<file path="config.mk">
export PLATFORM = sky130hd
export DESIGN_NAME = round_robin_mux_arbiter
export DESIGN_NICKNAME = d
export VERILOG_FILES = /design/src/rtl/mux_arb_pkg.sv /design/src/rtl/rr_pick.sv /design/src/rtl/round_robin_mux_arbiter.sv
export SDC_FILE = /design/constraint.sdc
export NUM_CORES = 1
export LEC_CHECK = 0
export CAP_MARGIN = 25
export CORE_MARGIN = 8
export CORE_UTILIZATION = 40
export CTS_BUF_LIST = sky130_fd_sc_hd__clkbuf_16
export CTS_CLUSTER_SIZE = 12
export DETAILED_ROUTE_END_ITERATION = 10
export GPL_TIMING_DRIVEN = 0
export PLACE_DENSITY = 0.69
export SYNTH_ARGS = -nofsm -noshare
export SYNTH_HDL_FRONTEND = slang
export SYNTH_SLANG_ARGS = --single-unit
</file>
<file path="constraint.sdc">
create_clock -name clk -period 4.2 [get_ports clk]
set_clock_uncertainty 0.2 [all_clocks]
set_input_delay 0.84 -clock clk [delete_from_list [all_inputs] [get_ports clk]]
set_output_delay 0.84 -clock clk [all_outputs]
set_load 0.05 [all_outputs]
</file>
<file path="src/rtl/mux_arb_pkg.sv">
// Shared definitions for the round-robin mux arbiter: requester count,
// FSM state encodings and index <-> one-hot helpers.
package mux_arb_pkg;

    localparam int NUM_REQ = 4;
    localparam int IDX_W   = 2;

    typedef enum logic [1:0] {
        IDLE   = 2'd0,
        SETTLE = 2'd1,
        GRANT  = 2'd2
    } state_t;

    function automatic logic [NUM_REQ-1:0] idx_to_onehot(input logic [IDX_W-1:0] idx);
        logic [NUM_REQ-1:0] oh;
        oh      = '0;
        oh[idx] = 1'b1;
        return oh;
    endfunction

    function automatic logic [IDX_W-1:0] onehot_to_idx(input logic [NUM_REQ-1:0] oh);
        logic [IDX_W-1:0] idx;
        idx = '0;
        for (int i = 0; i < NUM_REQ; i++) begin
            if (oh[i]) idx = IDX_W'(i);
        end
        return idx;
    endfunction

endpackage

</file>
<file path="src/rtl/rr_pick.sv">
// Rotate-and-priority picker: returns the first requester found when
// scanning from ptr upward, wrapping past the last index back to 0.
module rr_pick
    import mux_arb_pkg::*;
(
    input  logic [NUM_REQ-1:0] req_i,
    input  logic [IDX_W-1:0]   ptr_i,
    output logic [IDX_W-1:0]   idx_o,
    output logic               any_o
);

    logic [IDX_W-1:0] cand;

    // Walk the scan order backwards so the nearest requester to ptr is written last.
    always_comb begin
        // NOTE: every output of a combinational block gets a default first, so no path leaves it unassigned and no latch is inferred.
        idx_o = ptr_i;
        any_o = 1'b0;
        cand  = ptr_i;
        for (int k = NUM_REQ - 1; k >= 0; k--) begin
            cand = ptr_i + IDX_W'(k);
            if (req_i[cand]) begin
                idx_o = cand;
                any_o = 1'b1;
            end
        end
    end

endmodule

</file>
<file path="src/rtl/round_robin_mux_arbiter.sv">
// Round-robin arbiter that owns the select lines of a shared 4:1 single-bit
// mux. Grants one requester at a time, limits each tenure to MAX_HOLD cycles
// while others wait, and presents the owner's data bit qualified by out_valid.
// Optional macro MUX_SETTLE_EN inserts one SETTLE cycle after every new grant
// so the mux has a full cycle to settle before out_valid rises.
module round_robin_mux_arbiter
    import mux_arb_pkg::*;
#(
    parameter int MAX_HOLD = 4,
    parameter int CNT_W    = 2
) (
    input  logic       clk,
    input  logic       reset,
    input  logic [3:0] req,
    input  logic       in0,
    input  logic       in1,
    input  logic       in2,
    input  logic       in3,
    output logic [3:0] grant,
    output logic       address0,
    output logic       address1,
    output logic       out,
    output logic       out_valid
);

`ifdef MUX_SETTLE_EN
    localparam state_t NEW_GRANT = SETTLE;
`else
    localparam state_t NEW_GRANT = GRANT;
`endif

    state_t             state_q, state_d;
    logic [IDX_W-1:0]   owner_q, owner_d;
    logic [IDX_W-1:0]   ptr_q, ptr_d;
    logic [CNT_W-1:0]   hold_cnt_q, hold_cnt_d;

    logic [IDX_W-1:0]   arb_ptr;
    logic [IDX_W-1:0]   pick_idx;
    logic               pick_any;
    logic [NUM_REQ-1:0] owner_oh;
    logic [NUM_REQ-1:0] data_vec;
    logic               owner_req;
    logic               others_req;
    logic               at_limit;
    logic               rel;

    assign owner_oh   = idx_to_onehot(owner_q);
    assign owner_req  = |(req & owner_oh);
    assign others_req = |(req & ~owner_oh);
    assign at_limit   = (hold_cnt_q == CNT_W'(MAX_HOLD - 1));
    assign rel        = !owner_req || (at_limit && others_req);

    // On a release the pointer moves past the owner before re-picking, which
    // puts the owner last in the scan and so excludes it while others wait.
    assign arb_ptr = (state_q == GRANT) ? owner_q + IDX_W'(1) : ptr_q;

    rr_pick u_pick (
        .req_i (req),
        .ptr_i (arb_ptr),
        .idx_o (pick_idx),
        .any_o (pick_any)
    );

    // Next-state logic: arbitration, tenure limit and back-to-back handover.
    always_comb begin
        state_d    = state_q;
        owner_d    = owner_q;
        ptr_d      = ptr_q;
        hold_cnt_d = hold_cnt_q;
        unique case (state_q)
            IDLE: begin
                hold_cnt_d = '0;
                if (pick_any) begin
                    owner_d = pick_idx;
                    state_d = NEW_GRANT;
                end
            end
            SETTLE: begin
                hold_cnt_d = '0;
                state_d    = GRANT;
            end
            GRANT: begin
                if (rel) begin
                    ptr_d      = owner_q + IDX_W'(1);
                    hold_cnt_d = '0;
                    if (others_req) begin
                        owner_d = pick_idx;
                        state_d = NEW_GRANT;
                    end else begin
                        owner_d = '0;
                        state_d = IDLE;
                    end
                end else if (at_limit) begin
                    // Sole requester at the limit keeps the channel; only the tenure restarts.
                    hold_cnt_d = '0;
                end else begin
                    hold_cnt_d = hold_cnt_q + CNT_W'(1);
                end
            end
            default: begin
                state_d    = IDLE;
                owner_d    = '0;
                hold_cnt_d = '0;
            end
        endcase
    end

    // State, owner, pointer and tenure registers; reset takes effect without a clock.
    always_ff @(posedge clk or posedge reset) begin
        // NOTE: sequential state uses non-blocking assignments so every register samples pre-edge values.
        if (reset) begin
            state_q    <= IDLE;
            owner_q    <= '0;
            ptr_q      <= '0;
            hold_cnt_q <= '0;
        end else begin
            state_q    <= state_d;
            owner_q    <= owner_d;
            ptr_q      <= ptr_d;
            hold_cnt_q <= hold_cnt_d;
        end
    end

    // Outputs decode straight from registers, so the mux select never glitches.
    assign data_vec              = {in3, in2, in1, in0};
    assign grant                 = (state_q == IDLE) ? '0 : owner_oh;
    assign {address1, address0}  = (state_q == IDLE) ? '0 : owner_q;
    assign out_valid             = (state_q == GRANT);
    assign out                   = out_valid & data_vec[owner_q];

endmodule

</file>
==> reports/metrics.cfg <==
[timing]
hold_viol = 0
tns_ns = 0
maxSlewViolCount = 0
slew_headroom = 0.664
postLayoutSetupSlackWorst_ns = 0.616
timing.hold.ws_ns = 0.238
rsz0062_at_grt = no
final.period_utilization = 0.853
fin_crit_ns = 3.58
finalSetupViolCount = 0
worst_pin_slew_ns = 0.502
fmax_mhz = 279

[global_routing]
grt_first_pass_wirelength_um = 2770
grt_max_degree = 11
overflow = 0
grtUsageTotal = 0.106
grt_pass1_vias = 607
antenna_found_initial = 0

[floorplan]
core_area_mm2 = 0.00147
die-area_mm2 = 0.00306
initial_core_util = 0.420
ios = 18
row_count = 14
die_y_um = 55.3
die_w_um = 55.3

[route]
routed_wl_um = 1490
viasPerCell = 5.61
drc = 0
num_vias = 589
drt-pass1-iter-count = 3
wire_per_inst_um = 14.2
drt.antenna.violating_nets = 0
initialDrtViolationCount = 13

[pwr]
powerDensity_mw_per_mm2 = 851
finalPower_mw = 0.755
p_sw_mw = 0.328
ir_drop_mv = 0.440
power_frac_seq = 0.170
comb_power_share = 0.618
internal-power_mw = 0.427
p_clk_frac = 0.212
p_sw_frac = 0.434
leakage_nw = 0.402

[clock_tree]
clockBufferDepth = 2
cts-hold-fix-buffers = 0
cts.clk_slew.worst_paths_ns = 0.04
insertion_delay_ns = 0.23
clock-sinks = 7
ctsResizeCount = 0
numCtsBuffers = 3
cts_tree = built
postCtsSetupBuffers = 0
htree_levels = 1
cts_root_buffer = clkbuf_16

[cells_and_area]
layout.nets = 105
drive_gt1_frac = 0.101
finish.utilization = 0.603
area_growth_pct = 43.5
fin_cells = 105
fillers = 130
diodes = 0
multi_input_area_um2 = 417
fin_area_um2 = 887
seqCellArea_um2 = 175

[synth]
yosysWarnings = 0
ys_seq_elements = 7
syn_area_um2 = 618
syn-num-nets = 83
synth-edff-count = 0
syn-instance-count = 68
yosysSeqAreaShare = 0.283
ys.flop_type = dfrtp_1
async_reset_ff_frac = 1.00
yosysUniqueCellTypes = 33
syn-mean-instance-area_um2 = 9.09

[place]
gp_congestion = 0.865
place_hpwl_um = 1170
dpl-instance-area_um2 = 808
post-place-ws_ns = 0.617
port_buffers = 17
dpl.cell_count = 101

[flow_run]
maxCapViolCount = 0

[worst_hold_path]
hold_end = hold_cnt_q[0]$_DFF_PP0_
min_from = hold_cnt_q[0]$_DFF_PP0_
min_path_type = reg -> reg
whs_path_depth = 1

[setup_path]
cp-start-kind = input port
critical_path_arrival_ns = 2.54
path_class = in -> out
critPathMaxFanout = 1
reg2reg_from = owner_q[0]$_DFFE_PP0P_
r2r_end = ptr_q[1]$_DFFE_PP0P_
reg2reg_slack_ns = 1.78
reg2reg_depth = 7
critPathCaptureType = output port
crit_required_ns = 3.16

[outcome]
status = finished clean

-- power groups by stage --
stage          clock, mW  sequential (mW)  combinational [mW]
6_report           0.160            0.128               0.466
5_1_grt            0.167            0.135               0.512
4_1_cts            0.163            0.129               0.467
3_5_place_dp           0            0.130               0.464
3_3_place_gp           0            0.129               0.461
2_1_floorplan          0            0.122               0.351
-- layer usage --
layer  GRT usage  vias to the layer above  wire, um
li1            -                      295         -
met1       0.126                      280       700
met2       0.165                       14       695
met3      0.0479                        0        96
met4      0.0282                        0         0
met5           0                        -         0
-- critical path, cell delays in order --
cell and delay [ns]:
clkdlybuf4s50_1 0.40, mux4_2 0.44, and2_1 0.16, clkdlybuf4s50_1 0.69
-- sequential cells by signal (all words and copies together), names as in the netlist --
| register | cells |
|---|---|
| hold_cnt_q | 2 |
| owner_q | 2 |
| ptr_q | 2 |
| state_q | 1 |
-- cell usage after synthesis, types with 2 or more instances --
library cell	number	area (um^2)
nor3_1	2	10.0
inv_1	6	22.5
nor2_1	5	18.8
a211oi_1	3	22.5
mux2_2	2	22.5
ha_1	5	62.6
o2111ai_1	2	17.5
dfrtp_1	7	175
and2_1	5	31.3
o21ai_0	2	10.0
nand2b_1	4	25.0
nand2_1	3	11.3
nor2b_1	2	12.5
-- layout make-up --
type	instances	area share
clock inverters	1	0.00423
clock buffers	3	0.0846
well taps	16	0.0226
flip-flops and latches	7	0.197
inverters	6	0.0254
plain buffers	1	0.00423
repair buffers	17	0.192
multi-input cells	54	0.470
-- worst max-delay path by stage --
stage | startpoint | end | slack, ns | cells past startpoint
finish | in2 | out | 0.62 | 4
global route | in3 | out | 0.54 | 4
CTS | in2 | out | 0.61 | 4
detailed placement | in2 | out | 0.62 | 4
global placement | in3 | out | 0.63 | 4
floorplan | in3 | out | 1.56 | 2
-- placed cells by master, fill, tap and decap left out, types with 2 or more instances in the layout --
| cell | count |
|---|---|
| clkdlybuf4s50_1 | 17 |
| inv_1 | 7 |
| dfrtp_1 | 7 |
| nor2_1 | 5 |
| and2_1 | 5 |
| ha_1 | 5 |
| nand2b_1 | 4 |
| a211oi_1 | 3 |
| nand2_1 | 3 |
| clkbuf_16 | 3 |
| o2111ai_1 | 2 |
| nor2b_1 | 2 |
| o21ai_0 | 2 |
| nor3_1 | 2 |
| mux2_2 | 2 |
-- logic make-up after synthesis --
| group | Yosys count | synth area share |
|---|---|---|
| AND/OR/NAND/NOR | 25 | 0.219 |
| multiplexers | 5 | 0.113 |
| adder cells (fa/ha/maj) | 5 | 0.101 |
| flip-flops | 7 | 0.283 |
| buffers and inverters | 7 | 0.0425 |
| AO/OA/AOI/OAI | 19 | 0.241 |
(Power assumes the default switching activity.)
